`src/rtl/uart_spi_flash_seq_writer_if.sv`:
```
// Pin bundle between the UART/SPI flash writer and the board: host serial
// input plus the SPI flash bus. The master side is the writer itself.
interface uart_spi_flash_seq_writer_if;
  logic rx;
  logic miso;
  logic cs_n;
  logic sck;
  logic mosi;

  modport master (
    input  rx,
    input  miso,
    output cs_n,
    output sck,
    output mosi
  );

  modport slave (
    output rx,
    output miso,
    input  cs_n,
    input  sck,
    input  mosi
  );
endinterface

```
`src/rtl/uart_spi_flash_seq_writer.sv`:
```
// UART-to-SPI-flash sequential writer. Bytes received on the 8N1 UART line
// are queued in a small FIFO; each one is then written to the next flash
// address as WRITE ENABLE followed by a single-byte PAGE PROGRAM.
module uart_spi_flash_seq_writer #(
  parameter int          UART_BPS   = 9600,
  parameter int          CLK_FREQ   = 50_000_000,
  parameter logic [23:0] START_ADDR = 24'h000000,
  parameter int          FIFO_DEPTH = 16,
  parameter int          CS_GAP     = 8
) (
  input  logic                             sys_clk,
  input  logic                             sys_rst,
  uart_spi_flash_seq_writer_if.master      flash_io
);

  localparam int BAUD_CNT = CLK_FREQ / UART_BPS;
  localparam int BCW      = $clog2(BAUD_CNT + 1);
  localparam logic [BCW-1:0] BAUD_LAST = BCW'(BAUD_CNT - 1);
  localparam logic [BCW-1:0] BAUD_HALF = BCW'(BAUD_CNT / 2);
  localparam int AW       = $clog2(FIFO_DEPTH);
  localparam int CW       = AW + 1;
  localparam logic [CW-1:0] FIFO_FULL = CW'(FIFO_DEPTH);
  localparam int GW       = $clog2(CS_GAP + 1);
  localparam logic [GW-1:0] GAP_LAST  = GW'(CS_GAP - 1);

  typedef enum logic [1:0] {RX_IDLE, RX_START, RX_DATA, RX_STOP} rx_state_t;
  typedef enum logic [2:0] {SPI_IDLE, SPI_WREN, SPI_GAP, SPI_PP, SPI_GAP2} spi_state_t;

  // miso is intentionally unused: no status polling is performed
  logic unused_miso;
  assign unused_miso = flash_io.miso;

  // UART receiver state
  logic            rx_s1_q, rx_s2_q, rx_s3_q;
  rx_state_t       rx_state_q, rx_state_d;
  logic [BCW-1:0]  rx_cnt_q, rx_cnt_d;
  logic [2:0]      rx_bit_q, rx_bit_d;
  logic [7:0]      rx_shift_q, rx_shift_d;
  logic            rx_vld_q, rx_vld_d;
  logic            rx_fall;

  // FIFO state
  logic [7:0]      fifo_mem_q [FIFO_DEPTH];
  logic [AW-1:0]   wr_ptr_q, rd_ptr_q;
  logic [CW-1:0]   fifo_cnt_q;
  logic            fifo_wr, fifo_rd, fifo_empty, fifo_full;

  // SPI sequencer state
  spi_state_t      spi_state_q, spi_state_d;
  logic [1:0]      phase_q, phase_d;
  logic [5:0]      sbit_q, sbit_d;
  logic [GW-1:0]   gap_q, gap_d;
  logic [39:0]     shift_q, shift_d;
  logic [23:0]     addr_q, addr_d;
  logic [7:0]      data_q, data_d;
  logic            cs_n_q, cs_n_d;
  logic            sck_q, sck_d;
  logic            mosi_q, mosi_d;
  logic            shifting_d;

  assign rx_fall = rx_s3_q & ~rx_s2_q;

  // Receiver next-state: mid-bit sampling, start re-check, stop-bit validation
  always_comb begin
    rx_state_d = rx_state_q;
    rx_cnt_d   = rx_cnt_q + 1'b1;
    rx_bit_d   = rx_bit_q;
    rx_shift_d = rx_shift_q;
    rx_vld_d   = 1'b0;
    case (rx_state_q)
      RX_IDLE: begin
        rx_cnt_d = '0;
        if (rx_fall) rx_state_d = RX_START;
      end
      RX_START: begin
        if (rx_cnt_q == BAUD_HALF) begin
          rx_cnt_d   = '0;
          rx_bit_d   = '0;
          rx_state_d = rx_s2_q ? RX_IDLE : RX_DATA;
        end
      end
      RX_DATA: begin
        if (rx_cnt_q == BAUD_LAST) begin
          rx_cnt_d   = '0;
          rx_shift_d = {rx_s2_q, rx_shift_q[7:1]};
          if (rx_bit_q == 3'd7) rx_state_d = RX_STOP;
          else                  rx_bit_d   = rx_bit_q + 3'd1;
        end
      end
      RX_STOP: begin
        if (rx_cnt_q == BAUD_LAST) begin
          rx_cnt_d   = '0;
          rx_vld_d   = rx_s2_q;
          rx_state_d = RX_IDLE;
        end
      end
      default: rx_state_d = RX_IDLE;
    endcase
  end

  // Receiver control registers and rx synchronizer
  always_ff @(posedge sys_clk) begin
    if (sys_rst) begin
      rx_s1_q    <= 1'b1;
      rx_s2_q    <= 1'b1;
      rx_s3_q    <= 1'b1;
      rx_state_q <= RX_IDLE;
      rx_cnt_q   <= '0;
      rx_bit_q   <= '0;
      rx_vld_q   <= 1'b0;
    end else begin
      rx_s1_q    <= flash_io.rx;
      rx_s2_q    <= rx_s1_q;
      rx_s3_q    <= rx_s2_q;
      rx_state_q <= rx_state_d;
      rx_cnt_q   <= rx_cnt_d;
      rx_bit_q   <= rx_bit_d;
      rx_vld_q   <= rx_vld_d;
    end
  end

  // Receiver data shift register (no reset needed, only read on a valid pulse)
  always_ff @(posedge sys_clk) begin
    rx_shift_q <= rx_shift_d;
  end

  // A push while full is dropped unless a pop frees a slot in the same cycle
  assign fifo_empty = (fifo_cnt_q == '0);
  assign fifo_full  = (fifo_cnt_q == FIFO_FULL);
  assign fifo_wr    = rx_vld_q && (!fifo_full || fifo_rd);

  // FIFO pointers and occupancy
  always_ff @(posedge sys_clk) begin
    if (sys_rst) begin
      wr_ptr_q   <= '0;
      rd_ptr_q   <= '0;
      fifo_cnt_q <= '0;
    end else begin
      if (fifo_wr) wr_ptr_q <= wr_ptr_q + 1'b1;
      if (fifo_rd) rd_ptr_q <= rd_ptr_q + 1'b1;
      case ({fifo_wr, fifo_rd})
        2'b10:   fifo_cnt_q <= fifo_cnt_q + 1'b1;
        2'b01:   fifo_cnt_q <= fifo_cnt_q - 1'b1;
        default: fifo_cnt_q <= fifo_cnt_q;
      endcase
    end
  end

  // FIFO storage
  always_ff @(posedge sys_clk) begin
    if (fifo_wr) fifo_mem_q[wr_ptr_q] <= rx_shift_q;
  end

  // SPI sequencer next-state; outputs are derived from the next state so the
  // pins come straight from flops and track the state without lag
  always_comb begin
    spi_state_d = spi_state_q;
    phase_d     = phase_q;
    sbit_d      = sbit_q;
    gap_d       = gap_q;
    shift_d     = shift_q;
    addr_d      = addr_q;
    data_d      = data_q;
    fifo_rd     = 1'b0;
    case (spi_state_q)
      SPI_IDLE: begin
        if (!fifo_empty) begin
          fifo_rd     = 1'b1;
          data_d      = fifo_mem_q[rd_ptr_q];
          shift_d     = {8'h06, 32'h0};
          phase_d     = 2'd0;
          sbit_d      = 6'd0;
          spi_state_d = SPI_WREN;
        end
      end
      SPI_WREN, SPI_PP: begin
        phase_d = phase_q + 2'd1;
        if (phase_q == 2'd3) begin
          if (sbit_q == ((spi_state_q == SPI_WREN) ? 6'd7 : 6'd39)) begin
            gap_d = '0;
            if (spi_state_q == SPI_WREN) begin
              spi_state_d = SPI_GAP;
            end else begin
              addr_d      = addr_q + 24'd1;
              spi_state_d = SPI_GAP2;
            end
          end else begin
            sbit_d  = sbit_q + 6'd1;
            shift_d = {shift_q[38:0], 1'b0};
          end
        end
      end
      SPI_GAP: begin
        gap_d = gap_q + 1'b1;
        if (gap_q == GAP_LAST) begin
          shift_d     = {8'h02, addr_q, data_q};
          phase_d     = 2'd0;
          sbit_d      = 6'd0;
          spi_state_d = SPI_PP;
        end
      end
      SPI_GAP2: begin
        gap_d = gap_q + 1'b1;
        if (gap_q == GAP_LAST) spi_state_d = SPI_IDLE;
      end
      default: spi_state_d = SPI_IDLE;
    endcase
    shifting_d = (spi_state_d == SPI_WREN) || (spi_state_d == SPI_PP);
    cs_n_d     = ~shifting_d;
    sck_d      = shifting_d & phase_d[1];
    mosi_d     = shifting_d & shift_d[39];
  end

  // SPI sequencer control registers and output pins
  always_ff @(posedge sys_clk) begin
    if (sys_rst) begin
      spi_state_q <= SPI_IDLE;
      phase_q     <= '0;
      sbit_q      <= '0;
      gap_q       <= '0;
      addr_q      <= START_ADDR;
      cs_n_q      <= 1'b1;
      sck_q       <= 1'b0;
      mosi_q      <= 1'b0;
    end else begin
      spi_state_q <= spi_state_d;
      phase_q     <= phase_d;
      sbit_q      <= sbit_d;
      gap_q       <= gap_d;
      addr_q      <= addr_d;
      cs_n_q      <= cs_n_d;
      sck_q       <= sck_d;
      mosi_q      <= mosi_d;
    end
  end

  // SPI data registers (outgoing shift pattern and latched byte)
  always_ff @(posedge sys_clk) begin
    shift_q <= shift_d;
    data_q  <= data_d;
  end

  assign flash_io.cs_n = cs_n_q;
  assign flash_io.sck  = sck_q;
  assign flash_io.mosi = mosi_q;

endmodule

```
`src/flat_wrapper.sv`:
```
// flat-port wrapper written by rule: the top's interface ports become plain ports
module uart_spi_flash_seq_writer_flat 
#(
  parameter int          UART_BPS   = 9600,
  parameter int          CLK_FREQ   = 50_000_000,
  parameter logic [23:0] START_ADDR = 24'h000000,
  parameter int          FIFO_DEPTH = 16,
  parameter int          CS_GAP     = 8
)
  (sys_clk, sys_rst, flash_io_rx, flash_io_miso, flash_io_cs_n, flash_io_sck, flash_io_mosi);
  uart_spi_flash_seq_writer_if flash_io_i ();
  input  logic sys_clk;
  input  logic sys_rst;
  input wire logic [$bits(flash_io_i.rx)-1:0] flash_io_rx;
  input wire logic [$bits(flash_io_i.miso)-1:0] flash_io_miso;
  output wire logic [$bits(flash_io_i.cs_n)-1:0] flash_io_cs_n;
  output wire logic [$bits(flash_io_i.sck)-1:0] flash_io_sck;
  output wire logic [$bits(flash_io_i.mosi)-1:0] flash_io_mosi;
  assign flash_io_i.rx = flash_io_rx;
  assign flash_io_i.miso = flash_io_miso;
  assign flash_io_cs_n = flash_io_i.cs_n;
  assign flash_io_sck = flash_io_i.sck;
  assign flash_io_mosi = flash_io_i.mosi;
  uart_spi_flash_seq_writer #(.UART_BPS(UART_BPS), .CLK_FREQ(CLK_FREQ), .START_ADDR(START_ADDR), .FIFO_DEPTH(FIFO_DEPTH), .CS_GAP(CS_GAP)) u_core (.sys_clk(sys_clk), .sys_rst(sys_rst), .flash_io(flash_io_i));
endmodule
```
`config.mk`:
```
export PLATFORM = sky130hd
export DESIGN_NAME = uart_spi_flash_seq_writer_flat
export DESIGN_NICKNAME = d
export VERILOG_FILES = /design/src/rtl/uart_spi_flash_seq_writer_if.sv /design/src/rtl/uart_spi_flash_seq_writer.sv /design/src/flat_wrapper.sv
export SDC_FILE = /design/constraint.sdc
export NUM_CORES = 1
export LEC_CHECK = 0
export BUFFER_PORTS_ARGS = -buffer_cell sky130_fd_sc_hd__buf_4
export CORE_MARGIN = 2
export CORE_UTILIZATION = 40
export CTS_CLUSTER_SIZE = 30
export DETAILED_ROUTE_END_ITERATION = 8
export HOLD_SLACK_MARGIN = 0.15
export SLEW_MARGIN = 20
export SYNTH_ARGS = -nofsm -noshare
export SYNTH_HDL_FRONTEND = slang
export SYNTH_SLANG_ARGS = --single-unit
```
`constraint.sdc`:
```
create_clock -name sys_clk -period 2.5 [get_ports sys_clk]
set_input_delay 0.375 -clock sys_clk [delete_from_list [all_inputs] [get_ports sys_clk]]
set_output_delay 0.375 -clock sys_clk [all_outputs]
set_load 0.01 [all_outputs]
```
==> flow_summary.toml <==
[global_routing]
grt_max_degree = 40
grt_pass1_wl_um = 33100
track_usage = 0.147
antenna_found_initial = 0
grt_pass1_vias = 6241
grt_overflow = 0

[floorplanning]
top_level_ports = 7
coreArea_um2 = 26700
die_h_um = 168
die_area_um2 = 28400
num_rows = 60
die_x_um = 168
start_util = 0.404

[placed_design]
io_buffers = 5
dp_worst_setup_slack_ps = 43.3
gp_congestion = 0.800
placedInstanceArea_um2 = 11400
dp_hpwl_um = 13100

[sta]
fin_setup_tns_ps = 0
setup_viol = 0
max_freq_mhz = 429
finalMaxSlewViolations = 0
period_minus_slack_ps = 2330
tightestPinTransition_ps = 680
setup_ws_ps = 171
hold_viol_final = 0
slew_headroom = 0.547
period_share = 0.932
rsz0062_at_grt = "true"
skew_ps = 14.5

[logic_synthesis]
yosysWarnings = 0
synth_cells = 749
synth_edf_count = 183
synth_top_family_by_area = "simple AND/OR/NAND/NOR gates"
yosysUniqueCellTypes = 58
synth_fa_ha_area_frac = 0.0204
synth.area.mux_share = 0.0958
yosys_register_bits = 261
synth-simple-area-share = 0.120
syn-num-nets = 770
ys_seq_area_frac = 0.653
synth_top_area_cell = "edfxtp_1"
netlist_area_um2 = 10800
synth.area.top_cells = "edfxtp_1 (51%), dfxtp_1 (14%), mux4_2 (8.3%)"
synth_top_area_share = 0.508
synth_async_sr_flop_share = 0
synthFlopType = "edfxtp_1"
syn_avg_cell_area_um2 = 14.4
synth_compound_area_frac = 0.0601
synth-xor-area-share = 0.0308

[worst_hold_path]
hold_path_depth = 2
hold-path-endpoint = "u_core.rx_state_q[0]"
hp-class = "primary input to flip-flop"
hold_path_startpoint = "sys_rst"

[clock_tree]
clock_sinks = 261
cts_root_buffer = "clkbuf_16"
cts_tree = "yes"
htreeDepth = 1
clock_latency_ps = 540
clock_path_buffers = 3
clkTransAtPathRegs_ps = 60
cts_inserted_buffers = 27

[run]
maxCapViolCount = 0

[worst_setup_path]
r2r_slack_ps = 170
r2r_end = "u_core.shift_q[28]"
endpoint_kind = "flip-flop"
arrival_ps = 2600
crit_fanout = 39
cp-startpoint = "u_core.sbit_q[0]"
rr_startpoint = "u_core.sbit_q[0]"
worst_r2r_path_depth = 6
crit_type = "flip-flop to flip-flop"
worstSetupStartpointType = "flip-flop"
cp.required_ps = 2770

[final_layout]
fillers = 2323
area_delta_synth_final_pct = 14.4
fin_area_um2 = 12400
fin_nets = 797
diodes = 0
final_cell_mix = "edfxtp_1 (183), dfxtp_1 (77), nor2_1 (73), mux4_2 (40)"
final_common_cell = "edfxtp_1"
drive_gt1_frac = 0.178

[drt]
drc_errors = 0
firstDrtPassIters = 4
wl_per_cell_um = 17.9
vias_per_cell = 5.39
wl_um = 20400
vias = 6131
ant_nets = 0
drt-initial-drc-count = 428

[run_status]
status = "finished clean"

[pwr]
p_leak_nw = 4.16
ir_worst_vdd_uv = 582
power.density_nw_per_um2 = 914
==> cell usage after synthesis (all sizes together), types with 16 or more instances <==
cell	number
nand2	31
mux4	40
edfxtp	183
ha	16
dfxtp	78
a21oi	20
a22o	31
xor2	23
nand3	17
and2	17
nor2	73
clkbuf	29
inv	19
==> worst max path at each step <==
stage	end	depth (start not counted)
final	u_core.shift_q[28]	6
after global routing	u_core.fifo_mem_q[0][3]	6
after CTS	u_core.fifo_cnt_q[4]	8
after detailed placement	u_core.fifo_cnt_q[4]	8
after global placement	u_core.fifo_cnt_q[4]	8
after floorplan	u_core.fifo_mem_q[10][0]	5
==> cell families after synthesis <==
| logic type | Yosys count |
|---|---|
| xor+xnor | 38 |
| flops | 261 |
| compound gates | 89 |
| simple gates | 235 |
| fa+ha+maj | 17 |
| buf+inv | 56 |
| mux | 53 |
==> flip-flops by register name, summed over array words and instances (netlist names), named ones only <==
signal                count
u_core.fifo_mem_q       128
u_core.shift_q           40
u_core.addr_q            24
u_core.rx_cnt_q          13
u_core.data_q             8
u_core.rx_shift_q         8
u_core.sbit_q             6
u_core.fifo_cnt_q         5
u_core.gap_q              4
u_core.rd_ptr_q           4
u_core.wr_ptr_q           4
u_core.rx_bit_q           3
u_core.spi_state_q        3
u_core.phase_q            2
u_core.flash_io.cs_n      1
u_core.flash_io.mosi      1
u_core.flash_io.sck       1
u_core.rx_s1_q            1
u_core.rx_s2_q            1
u_core.rx_s3_q            1
u_core.rx_state_q         1
u_core.rx_vld_q           1
==> worst max-delay path, cell delays in order, from the launching register on <==
cell and delay, ps:
dfxtp_1 390, ha_1 270, nor4bb_2 500, a21o_1 170, a211o_1 340, clkinvlp_4 180
buf_12 210
==> layer usage <==
layer	global-route usage	vias up	wire (um)
met1	0.185	3099	8810
met2	0.264	98	10400
met5	0	-	0
met3	0.0266	31	811
li1	-	2903	-
met4	0.0319	0	361
==> what timing repair did <==
action	in CTS	in global routing
hold endpoints to repair	1	0
hold buffers	1	0
setup buffers	0	0
endpoints found under the setup margin	0	46
resized for setup	0	10
==> where the power goes <==
| part | switching (mW) | internal [mW] |
|---|---|---|
| Clock | 1.65 | 2.46 |
| Sequential | 0.168 | 5.19 |
| Combinational | 1.01 | 0.824 |
| Total | 2.83 | 8.47 |
==> layout make-up <==
cell class	count	area (um2)	share of cell area
Clock buffer	31	711	0.0575
Clock inverter	18	208	0.0168
Inverter	19	75.1	0.00607
Multi-Input combinational cell	432	3570	0.289
Sequential cell	261	7060	0.571
Tap cell	341	427	0.0345
Timing Repair Buffer	35	315	0.0255
==> through the flow <==
step                      std cells   util  hold WS (ps)  total power [mW]
after floorplan                 749      -           389              6.68
after global placement         1087  0.427           403              7.24
after detailed placement       1087  0.427           411              7.29
after CTS                      1137  0.462           213              11.4
after global routing           1137  0.463           238              11.8
final                          1137  0.463           229              11.3
No activity file was read; power rests on OpenSTA's default activity.
